$ cat config.mk
export PLATFORM = sky130hd
export DESIGN_NAME = stream_credit_sender
export DESIGN_NICKNAME = d
export VERILOG_FILES = /design/src/rtl/stream_credit_sender.sv
export SDC_FILE = /design/constraint.sdc
export NUM_CORES = 1
export LEC_CHECK = 0
export CAP_MARGIN = 10
export CORE_ASPECT_RATIO = 0.8
export CORE_MARGIN = 2
export CORE_UTILIZATION = 30
export DETAILED_ROUTE_END_ITERATION = 6
export GPL_ROUTABILITY_DRIVEN = 0
export PLACE_DENSITY = 0.58
export SYNTH_ARGS = -nofsm -noshare
export SYNTH_HDL_FRONTEND = slang
export SYNTH_SLANG_ARGS = --single-unit
$ cat constraint.sdc
create_clock -name clk -period 5.58 [get_ports clk]
set_clock_uncertainty 0.1 [all_clocks]
set_input_delay 0.558 -clock clk [delete_from_list [all_inputs] [get_ports clk]]
set_output_delay 0.558 -clock clk [all_outputs]
set_load 0.005 [all_outputs]
$ cat src/rtl/stream_credit_sender.sv
// Credit-gated stream front end for a downstream FIFO without backpressure.
// Buffers upstream words locally; pushes only while credits remain.
module stream_credit_sender #(
  parameter int DATA_WIDTH = 32,
  parameter int CREDITS    = 4,
  parameter int BUF_DEPTH  = 2
) (
  input  logic                           clk,
  input  logic                           rst,
  input  logic                           flush,
  input  logic                           in_valid_i,
  output logic                           in_ready_o,
  input  logic [DATA_WIDTH-1:0]          in_data_i,
  output logic                           out_valid_o,
  output logic [DATA_WIDTH-1:0]          out_data_o,
  input  logic                           credit_return_i,
  output logic [$clog2(CREDITS+1)-1:0]   credits_o,
  output logic                           idle_o,
  output logic                           err_o
);

  localparam int CW = $clog2(CREDITS + 1);
  localparam int OW = $clog2(BUF_DEPTH + 1);
  localparam int PW = (BUF_DEPTH > 1) ? $clog2(BUF_DEPTH) : 1;

  localparam logic [CW-1:0] CMAX  = CW'(CREDITS);
  localparam logic [OW-1:0] OMAX  = OW'(BUF_DEPTH);
  localparam logic [PW-1:0] PLAST = PW'(BUF_DEPTH - 1);

  logic [DATA_WIDTH-1:0] mem [BUF_DEPTH];
  logic [PW-1:0]         rd_ptr;
  logic [PW-1:0]         wr_ptr;
  logic [OW-1:0]         occ;
  logic [OW-1:0]         occ_next;
  logic [CW-1:0]         credits;
  logic [CW-1:0]         credits_next;
  logic                  err;
  logic                  err_next;
  logic                  empty;
  logic                  full;
  logic                  accept;
  logic                  send;

  function automatic logic [PW-1:0] ptr_inc(input logic [PW-1:0] p);
    ptr_inc = (p == PLAST) ? '0 : p + 1'b1;
  endfunction

  assign empty  = (occ == '0);
  assign full   = (occ == OMAX);

  // No pass-through when full: ready depends only on stored occupancy.
  assign in_ready_o  = !full && !flush;
  assign accept      = in_valid_i && in_ready_o;

  // Reset also gates the strobe so nothing leaks out in the reset cycle.
  assign send        = !empty && (credits != '0) && !flush && !rst;
  assign out_valid_o = send;
  assign out_data_o  = empty ? '0 : mem[rd_ptr];

  assign credits_o = credits;
  assign idle_o    = empty && (credits == CMAX);
  assign err_o     = err;

  // Next credit count and occupancy; overflowing return saturates and flags.
  always_comb begin
    credits_next = credits;
    err_next     = err;
    occ_next     = occ;
    if (send && !credit_return_i) begin
      credits_next = credits - 1'b1;
    end else if (!send && credit_return_i) begin
      if (credits == CMAX) begin
        err_next = 1'b1;
      end else begin
        credits_next = credits + 1'b1;
      end
    end
    if (accept && !send) begin
      occ_next = occ + 1'b1;
    end else if (!accept && send) begin
      occ_next = occ - 1'b1;
    end
  end

  // Control state: reset, then flush, then normal update.
  always_ff @(posedge clk) begin
    if (rst) begin
      rd_ptr  <= '0;
      wr_ptr  <= '0;
      occ     <= '0;
      credits <= CMAX;
      err     <= 1'b0;
    end else if (flush) begin
      rd_ptr  <= '0;
      wr_ptr  <= '0;
      occ     <= '0;
      credits <= CMAX;
    end else begin
      occ     <= occ_next;
      credits <= credits_next;
      err     <= err_next;
      if (accept) begin
        wr_ptr <= ptr_inc(wr_ptr);
      end
      if (send) begin
        rd_ptr <= ptr_inc(rd_ptr);
      end
    end
  end

  // Payload storage; contents are don't-care until occupancy covers them.
  always_ff @(posedge clk) begin
    if (accept && !rst) begin
      mem[wr_ptr] <= in_data_i;
    end
  end

endmodule

==> Word-level counts from Yosys, hierarchy flattened <==
Memory sizes are Yosys's and may differ from the RTL's. A register that Yosys moved wholly into a read port is not among the register bits.
Cells that the tools add are included.
{ "classes": {"add_sub_neg": 6, "eq_ne": 3, "mux": 12, "n_bitwise": 2, "n_reduce_logical": 25} }
{ "op_table": {"columns": ["cell", "count"], "rows": [
  ["$mux W32", 1],
  ["$logic_and A1 B1 Y1", 11],
  ["$mux W3", 3],
  ["$logic_not A1 Y1", 7],
  ["$mux W1", 6],
  ["$mux W2", 2],
  ["$reduce_and A4 Y1", 1],
  ["$reduce_bool A2 Y1", 2],
  ["$add A3 B1 Y3 const B", 1],
  ["$eq A3 B3 Y1 const B", 1],
  ["$reduce_bool A3 Y1", 1],
  ["$sub A3 B1 Y3 const B", 1],
  ["$add A1 B1 Y1 const B", 2],
  ["$add A2 B1 Y2 const B", 1],
  ["$eq A2 B2 Y1 const B", 1],
  ["$logic_not A2 Y1", 1],
  ["$ne A2 B1 Y1 const B", 1],
  ["$not A1 Y1", 2],
  ["$reduce_and A2 Y1", 1],
  ["$reduce_or A2 Y1", 1],
  ["$sub A2 B1 Y2 const B", 1]
]} }
{ "totals": {"reg_bits": 8, "ramBits": 64, "inputBits": 37, "out_inout_bits": 39, "wordCells": 54, "mem_count": 1} }
{ "mem_list": {"columns": ["memory", "depth", "width", "read_ports", "rd_ports_with_merged_regs", "write_ports", "line", "source"], "rows": [
  ["mem", 2, 32, 1, 1, 1, "30", "logic [DATA_WIDTH-1:0] mem [BUF_DEPTH];"]
]} }

==> Depth between registers and ports, before layout <==
Gate-level depths: netlist of the first run.
{ "logic_depth": {"word_depth": 9, "ltp_mapped": 10, "depth_no_buf": 9} }

==> Worst setup path after synthesis of the first run <==
No wires, ideal clock.
{ "synth_timing": {"kind": "input to register", "start": "input in_valid_i", "end": "memory mem[0][0], enable pin", "setup_time_ps": 468, "t_arrival_ps": 3257, "required_ps": 5012, "setup_slack_ps": 1755, "path_stages": 3, "path_buffers": 0, "path_cell_list": "inv_1 -> nor3_1 -> nor3b_1"} }
{ "synth_via": {"elab_chain_len": 4} }
{ "synth_rtl": {"columns": ["item", "line", "source"], "rows": [
  ["start: declaration", "11", "input logic in_valid_i,"],
  ["$logic_and A1 B1 Y1", "53", "assign accept = in_valid_i && in_ready_o;"],
  ["net accept", "41", "logic accept;"],
  ["$logic_and A1 B1 Y1", "113", "if (accept && !rst) begin"],
  ["$mux W1", "113", null],
  ["$mux W1 (not written as such)", "114", "mem[wr_ptr] <= in_data_i;"],
  ["end: declaration", "30", null]
]} }
The timed path passes the listed nets, and every way through them passes these cells.

==> Worst setup path after layout of the first run <==
{ "layout_timing": {"start": "input flush", "end": "output out_valid_o"} }
{ "layout_via": {"elab_chain_len": 3} }
{ "layout_rtl": {"columns": ["item", "line", "source"], "rows": [
  ["start: declaration", "10", "input logic flush,"],
  ["$logic_not A1 Y1", "56", "assign send = !empty && (credits != '0) && !flush && !rst;"],
  ["$logic_and A1 B1 Y1 (2 in a row)", "56", null],
  ["end: declaration", "14", "output logic out_valid_o,"]
]} }
No other way between the ends.

==> results of run 1 <==
[kinds of logic (layout without fill, tap and decap cells)]
| logic type | count (synthesis) | in the layout | synth area share [%] |
|---|---|---|---|
| buf+inv | 11 | 96 | 1.59 |
| compound gates | 9 | 9 | 1.89 |
| xor+xnor | 4 | 4 | 1.20 |
| flops | 73 | 73 | 72.1 |
| fa+ha+maj | 5 | 5 | 2.15 |
| simple gates | 60 | 60 | 9.44 |
| mux | 34 | 34 | 11.7 |
[layout by cell type, fill, tap and decap left out]
master	n
a21oi_1	5
a41oi_1	1
and3_1	1
and3_4	1
and3b_2	1
buf_4	2
bufinv_16	2
clkbuf_1	1
clkbuf_16	9
clkdlybuf4s50_1	75
clkinv_1	1
clkinv_2	2
clkinv_4	1
dfxtp_1	8
dfxtp_2	1
edfxtp_1	64
ha_1	5
inv_1	3
mux2i_1	34
nand2_1	3
nand3b_1	1
nor2_1	43
nor2_4	1
nor2b_1	2
nor3_1	1
nor3b_2	1
o21ai_0	1
o31ai_1	1
o32ai_1	1
or2_2	2
or3_1	1
or4_1	1
or4b_4	1
xor2_1	4
[routing by layer]
| metal | GRT usage, % | up-vias |
|---|---|---|
| met5 | 0 | - |
| met4 | 3.66 | 0 |
| met3 | 4.30 | 5 |
| met2 | 16.1 | 46 |
| met1 | 14.4 | 821 |
| li1 | - | 877 |
[stage by stage]
step	hold WS, ns	cells	setup WS [ns]	util [%]
after floorplan	0.361	196	1.76	-
after global placement	0.376	384	2.41	40.0
after detailed placement	0.366	384	2.41	40.0
after CTS	0.391	400	2.48	43.3
after global routing	0.427	400	2.41	43.3
final	0.395	400	2.49	43.3
[worst min-delay path, cell delays in order, from the launching register on]
cell	delay, ns
dfxtp_1	0.33
a41oi_1	0.05
nor2_1	0.08
[where the power goes]
part	switching [mW]	total, mW	internal [mW]	leakage (nW)
Sequential	0.00816	0.614	0.605	0.655
Clock	0.203	0.592	0.389	0.154
Combinational	0.0381	0.0985	0.0604	0.582
Total	0.250	1.30	1.05	1.39
[flip-flops by register name (all words and copies together), names as in the netlist, named ones only]
signal	flops
mem	64
credits_o	3
occ	2
err_o	1
rd_ptr	1
wr_ptr	1
[cell type report]
| cell class | instances | area, µm² |
|---|---|---|
| clock buffer | 10 | 229 |
| clock inverter | 6 | 82.6 |
| tap | 119 | 149 |
| sequential | 73 | 2100 |
| timing repair buffer | 77 | 766 |
| multi-input combinational | 112 | 782 |
| fill | 885 | 5410 |
| inverter | 3 | 11.3 |
[path summary, 6_finish.rpt]
kind	startpoint	endpoint	cells past startpoint
setup / recovery	flush	out_valid_o	5
hold / removal	err_o	err_o	2
setup reg to reg	credits_o[2]	credits_o[2]	9
hold reg to reg	err_o	err_o	2
==> flow_summary.toml, run 1 <==
[outcome]
status = "complete, no violations"

[clock_network]
clk_path_buf_depth = 2
clkTransAtPathRegs_ns = 0.06
postCtsHoldBufs = 0
numCtsBuffers = 9
worstSkewPairLatency_ns = 0.32
clock-sinks = 73
post_cts_resized = 0
cts_max_level = 3
postCtsSetupBuffers = 0
cts_tree = "built"
cts-root-buf = "clkbuf_16"

[sta]
final.setup.tns_ns = 0
worst_pin_slew_ns = 1.06
final.period_utilization_pct = 55.3
relSlewSlack_pct = 29.6
setup_viol = 0
slew_violations = 0
finalHoldViolCount = 0
fin_crit_ns = 3.09
fmax_ghz = 0.324
rsz0062_at_grt = "no"

[logic_synthesis]
syn_inst = 196
synthFlopType = "edfxtp_1"
synthTopCellsByCount = "64 x edfxtp_1, 44 x nor2_1, 34 x mux2i_1"
synth_cell_types = 26
synth_most_common_cell = "edfxtp_1"
synth_area_leaders = "edfxtp_1 66%, mux2i_1 12%, dfxtp_1 6.2%, nor2_1 5.7%, ha_1 2.1%"
post_synth.cell_area_avg_um2 = 14.9
synth_seq_cells = 73
synth_top_area_cell = "edfxtp_1"
synth_area_mm2 = 0.00292
synth_top_area_share_pct = 65.9
ys_warn_count = 0
postSynth.asyncResetShare_pct = 0
syn_nets = 238
yosysSeqAreaShare_pct = 72.1
synth_edf_count = 64

[setup_path]
cp.required_ns = 4.92
crit_path_max_fanout = 9
worst-path-buf-inv = 3
slowest_stage = "clkdlybuf4s50_1"
start_kind = "input port"
crit_arrival_ns = 2.43
cp-end-kind = "output port"
rrSetupSlack_ns = 3.23
cp_top_family = "buffers and inverters"
worstSetupPathType = "input port to output port"
crit_path_max_incr_delay_ns = 0.51
cp_cell_sequence = "clkdlybuf4s50_1, or2_2, or2_2, inv_1, clkdlybuf4s50_1"

[finish]
syn_to_final_growth_pct = 41.4
final_area_mm2 = 0.00412
num_antenna_cells = 0
finalNetCount = 318
layout-drive-gt1-share_pct = 8.54

[placed_design]
portBuffers = 75
place_area_mm2 = 0.00381
dp_hpwl_um = 3460

[drt]
dr_wl_met2_um = 2450
ant_nets = 0
vias_per_cell = 4.37
drcViolationCount = 0
drt_iter0_markers = 44
wl_met3_um = 291
wl_per_cell_um = 13.5
wl_um = 5410
top_layer = "met4"
wl_met1_um = 2620
drt_first_pass_iters = 4
via_count = 1749

[global_route]
grt_max_degree = 34
grtUsageTotal_pct = 10.8
grt_first_pass_wirelength_um = 8600
antenna_found_initial = 0
grt_pass1_vias = 1734
globalRoute.totalOverflow = 0

[floorplan]
core_area_mm2 = 0.00953
die_area_mm2 = 0.0105
die_x_um = 114
num_rows = 32
ios = 76
dieHeight_um = 92.2
initial_core_util_pct = 30.6

[flow_run]
drv_cap = 0

[pwr]
p_leak_nw = 1.39
totalPowerFinal_mw = 1.30
ir_drop_mv = 0.206
p_per_area_mw_per_mm2 = 316

[worst_hold_path]
hold_class = "flip-flop to flip-flop"
Note: power is estimated with default switching activity, not from simulation.
==> inputs of run 2 (changes only) <==
==> constraint.sdc (replaced) <==
create_clock -name clk -period 3.04 [get_ports clk]
set_clock_uncertainty 0.1 [all_clocks]
set_input_delay 0.304 -clock clk [delete_from_list [all_inputs] [get_ports clk]]
set_output_delay 0.304 -clock clk [all_outputs]
set_load 0.005 [all_outputs]
==> run 2 against run 1 <==
  * Sequential power is 82% higher
  * Sequential share of layout area down 1.0 points
  * Flip-flop and latch count unchanged
  * Worst hold slack got worse by 0.021 ns
  * Cell count is 1.3% higher
  * Cell area rose by 2.1%
  * Critical path type is now input port to flip-flop
  * Largest cell class unchanged
  * Largest power group is now clock
  * Highest routed layer unchanged
==> flow_summary.toml, run 2 (synthesized netlist as in run 1, its figures left out) <==
[clock_network]
worstSkewPairLatency_ns = 0.32
clock-sinks = 73
postCtsHoldBufs = 0
cts-root-buf = "clkbuf_16"
clkTransAtPathRegs_ns = 0.06
cts_tree = "built"
cts_max_level = 3
clk_path_buf_depth = 2
numCtsBuffers = 9
postCtsSetupBuffers = 0
post_cts_resized = 0

[setup_path]
cp_cell_sequence = "clkdlybuf4s50_1, or2_2, or2_2, inv_1, ha_1, xor2_1, ha_1, a21oi_1, mux2i_1, mux2i_1"
cp-end-kind = "flip-flop"
cp.depth = 10
cp_top_family = "simple AND/OR/NAND/NOR gates"
worstSetupPathType = "input port to flip-flop"
worst-path-buf-inv = 2
crit_path_max_incr_delay_ns = 0.41
cp.required_ns = 3.19
crit_path_max_fanout = 9
rr_worst_depth = 9
start_kind = "input port"
slowest_stage = "clkdlybuf4s50_1"
crit_arrival_ns = 2.66

[sta]
worst_pin_slew_ns = 0.447
final.period_utilization_pct = 82.6
finalHoldViolCount = 0
setup_viol = 0
slew_violations = 0
fin_crit_ns = 2.51
finalWorstSetupSlack_ns = 0.530
rsz0062_at_grt = "no"
relSlewSlack_pct = 70.1
fmax_ghz = 0.398
final.setup.tns_ns = 0
hold-worst-slack_ns = 0.373

[floorplan]
core_area_mm2 = 0.00953
die_area_mm2 = 0.0105
initial_core_util_pct = 30.6
dieHeight_um = 92.2
die_x_um = 114
ios = 76
num_rows = 32

[worst_hold_path]
hold_class = "flip-flop to flip-flop"
whs_path_depth = 2

[pwr]
p_leak_nw = 1.43
power_frac_clock_pct = 46.9
power.net_switching_mw = 0.454
swShare_pct = 18.3
p_seq_share_pct = 45.3
ir_drop_mv = 0.344
power.internal_mw = 2.02
p_per_area_mw_per_mm2 = 588
p_comb_share_pct = 7.8

[finish]
largest_reg_flops = 64
regMostFlops = "mem"
fillerInstances = 894
final_area_mm2 = 0.00421
multi_input_area_um2 = 788
regArea_mm2 = 0.00210
fin_util_pct = 44.2
finalNetCount = 324
layout-drive-gt1-share_pct = 10.5
syn_to_final_growth_pct = 44.3
final_cell_mix = "75 x clkdlybuf4s50_1, 64 x edfxtp_1, 43 x nor2_1"
layout_commonest_cell = "clkdlybuf4s50_1"
num_antenna_cells = 0

[placed_design]
place_area_mm2 = 0.00387
dp_hpwl_um = 3800
dp_slack_ns = 0.199
portBuffers = 75

[drt]
via_count = 1791
vias_per_cell = 4.42
drt_first_pass_iters = 4
wl_met1_um = 2670
drt_iter0_markers = 37
ant_nets = 0
wl_per_cell_um = 14.0
wl_um = 5670
top_layer = "met4"
dr_wl_met2_um = 2660
wl_met3_um = 297
drcViolationCount = 0

[global_route]
grtUsageTotal_pct = 11.4
grt_max_degree = 27
grt_first_pass_wirelength_um = 9090
globalRoute.totalOverflow = 0
grt_pass1_vias = 1828
antenna_found_initial = 0

[flow_run]
drv_cap = 0

[outcome]
status = "complete, no violations"
[run 2: cell types whose count changed in the layout (fill, tap and decap cells not counted), sizes merged]
cell | previous run | this run
clkbuf | 10 | 9
clkinv | 4 | 3
bufinv | 2 | 3
buf | 2 | 8
[run 2: path summary, 6_finish.rpt]
| path | start | end | slack (ns) |
|---|---|---|---|
| setup / recovery | flush | credits_o[2] | 0.53 |
| hold / removal | err_o | err_o | 0.37 |
| hold reg to reg | err_o | err_o | 0.37 |
| setup reg to reg | credits_o[2] | credits_o[2] | 0.64 |
[run 2: area by class of cell]
type	count	share of cell area, %
flip-flops and latches	73	50.0
repair buffers	83	19.6
multi-input cells	112	18.7
clock buffers	9	5.35
well taps	119	3.54
clock inverters	6	2.56
inverters	3	0.268
[run 2: metal layers]
metal | track usage, % | up-vias
met1 | 14.5 | 849
met3 | 4.36 | 4
met2 | 18.2 | 51
li1 | - | 887
met5 | 0 | -
met4 | 3.35 | 0
[run 2: metrics by stage]
stage	power, mW	cells
2_1_floorplan	1.21	196
3_3_place_gp	1.34	390
3_5_place_dp	1.34	390
4_1_cts	2.52	405
5_1_grt	2.57	405
6_report	2.47	405
[run 2: worst register-to-register path: stages, from the launching register on]
cell and delay [ns]:
dfxtp_1 0.38, o32ai_1 0.39, or2_2 0.21, inv_1 0.07, ha_1 0.25, xor2_1 0.16, ha_1 0.18, a21oi_1 0.16
mux2i_1 0.24, mux2i_1 0.20
[run 2: power by group through the flow]
stage	Combinational, mW	Clock (mW)	Sequential [mW]
after floorplan	0.0738	0	1.14
after global placement	0.196	0	1.14
after detailed placement	0.198	0	1.14
after CTS	0.200	1.20	1.12
after global routing	0.215	1.23	1.12
final	0.194	1.16	1.12
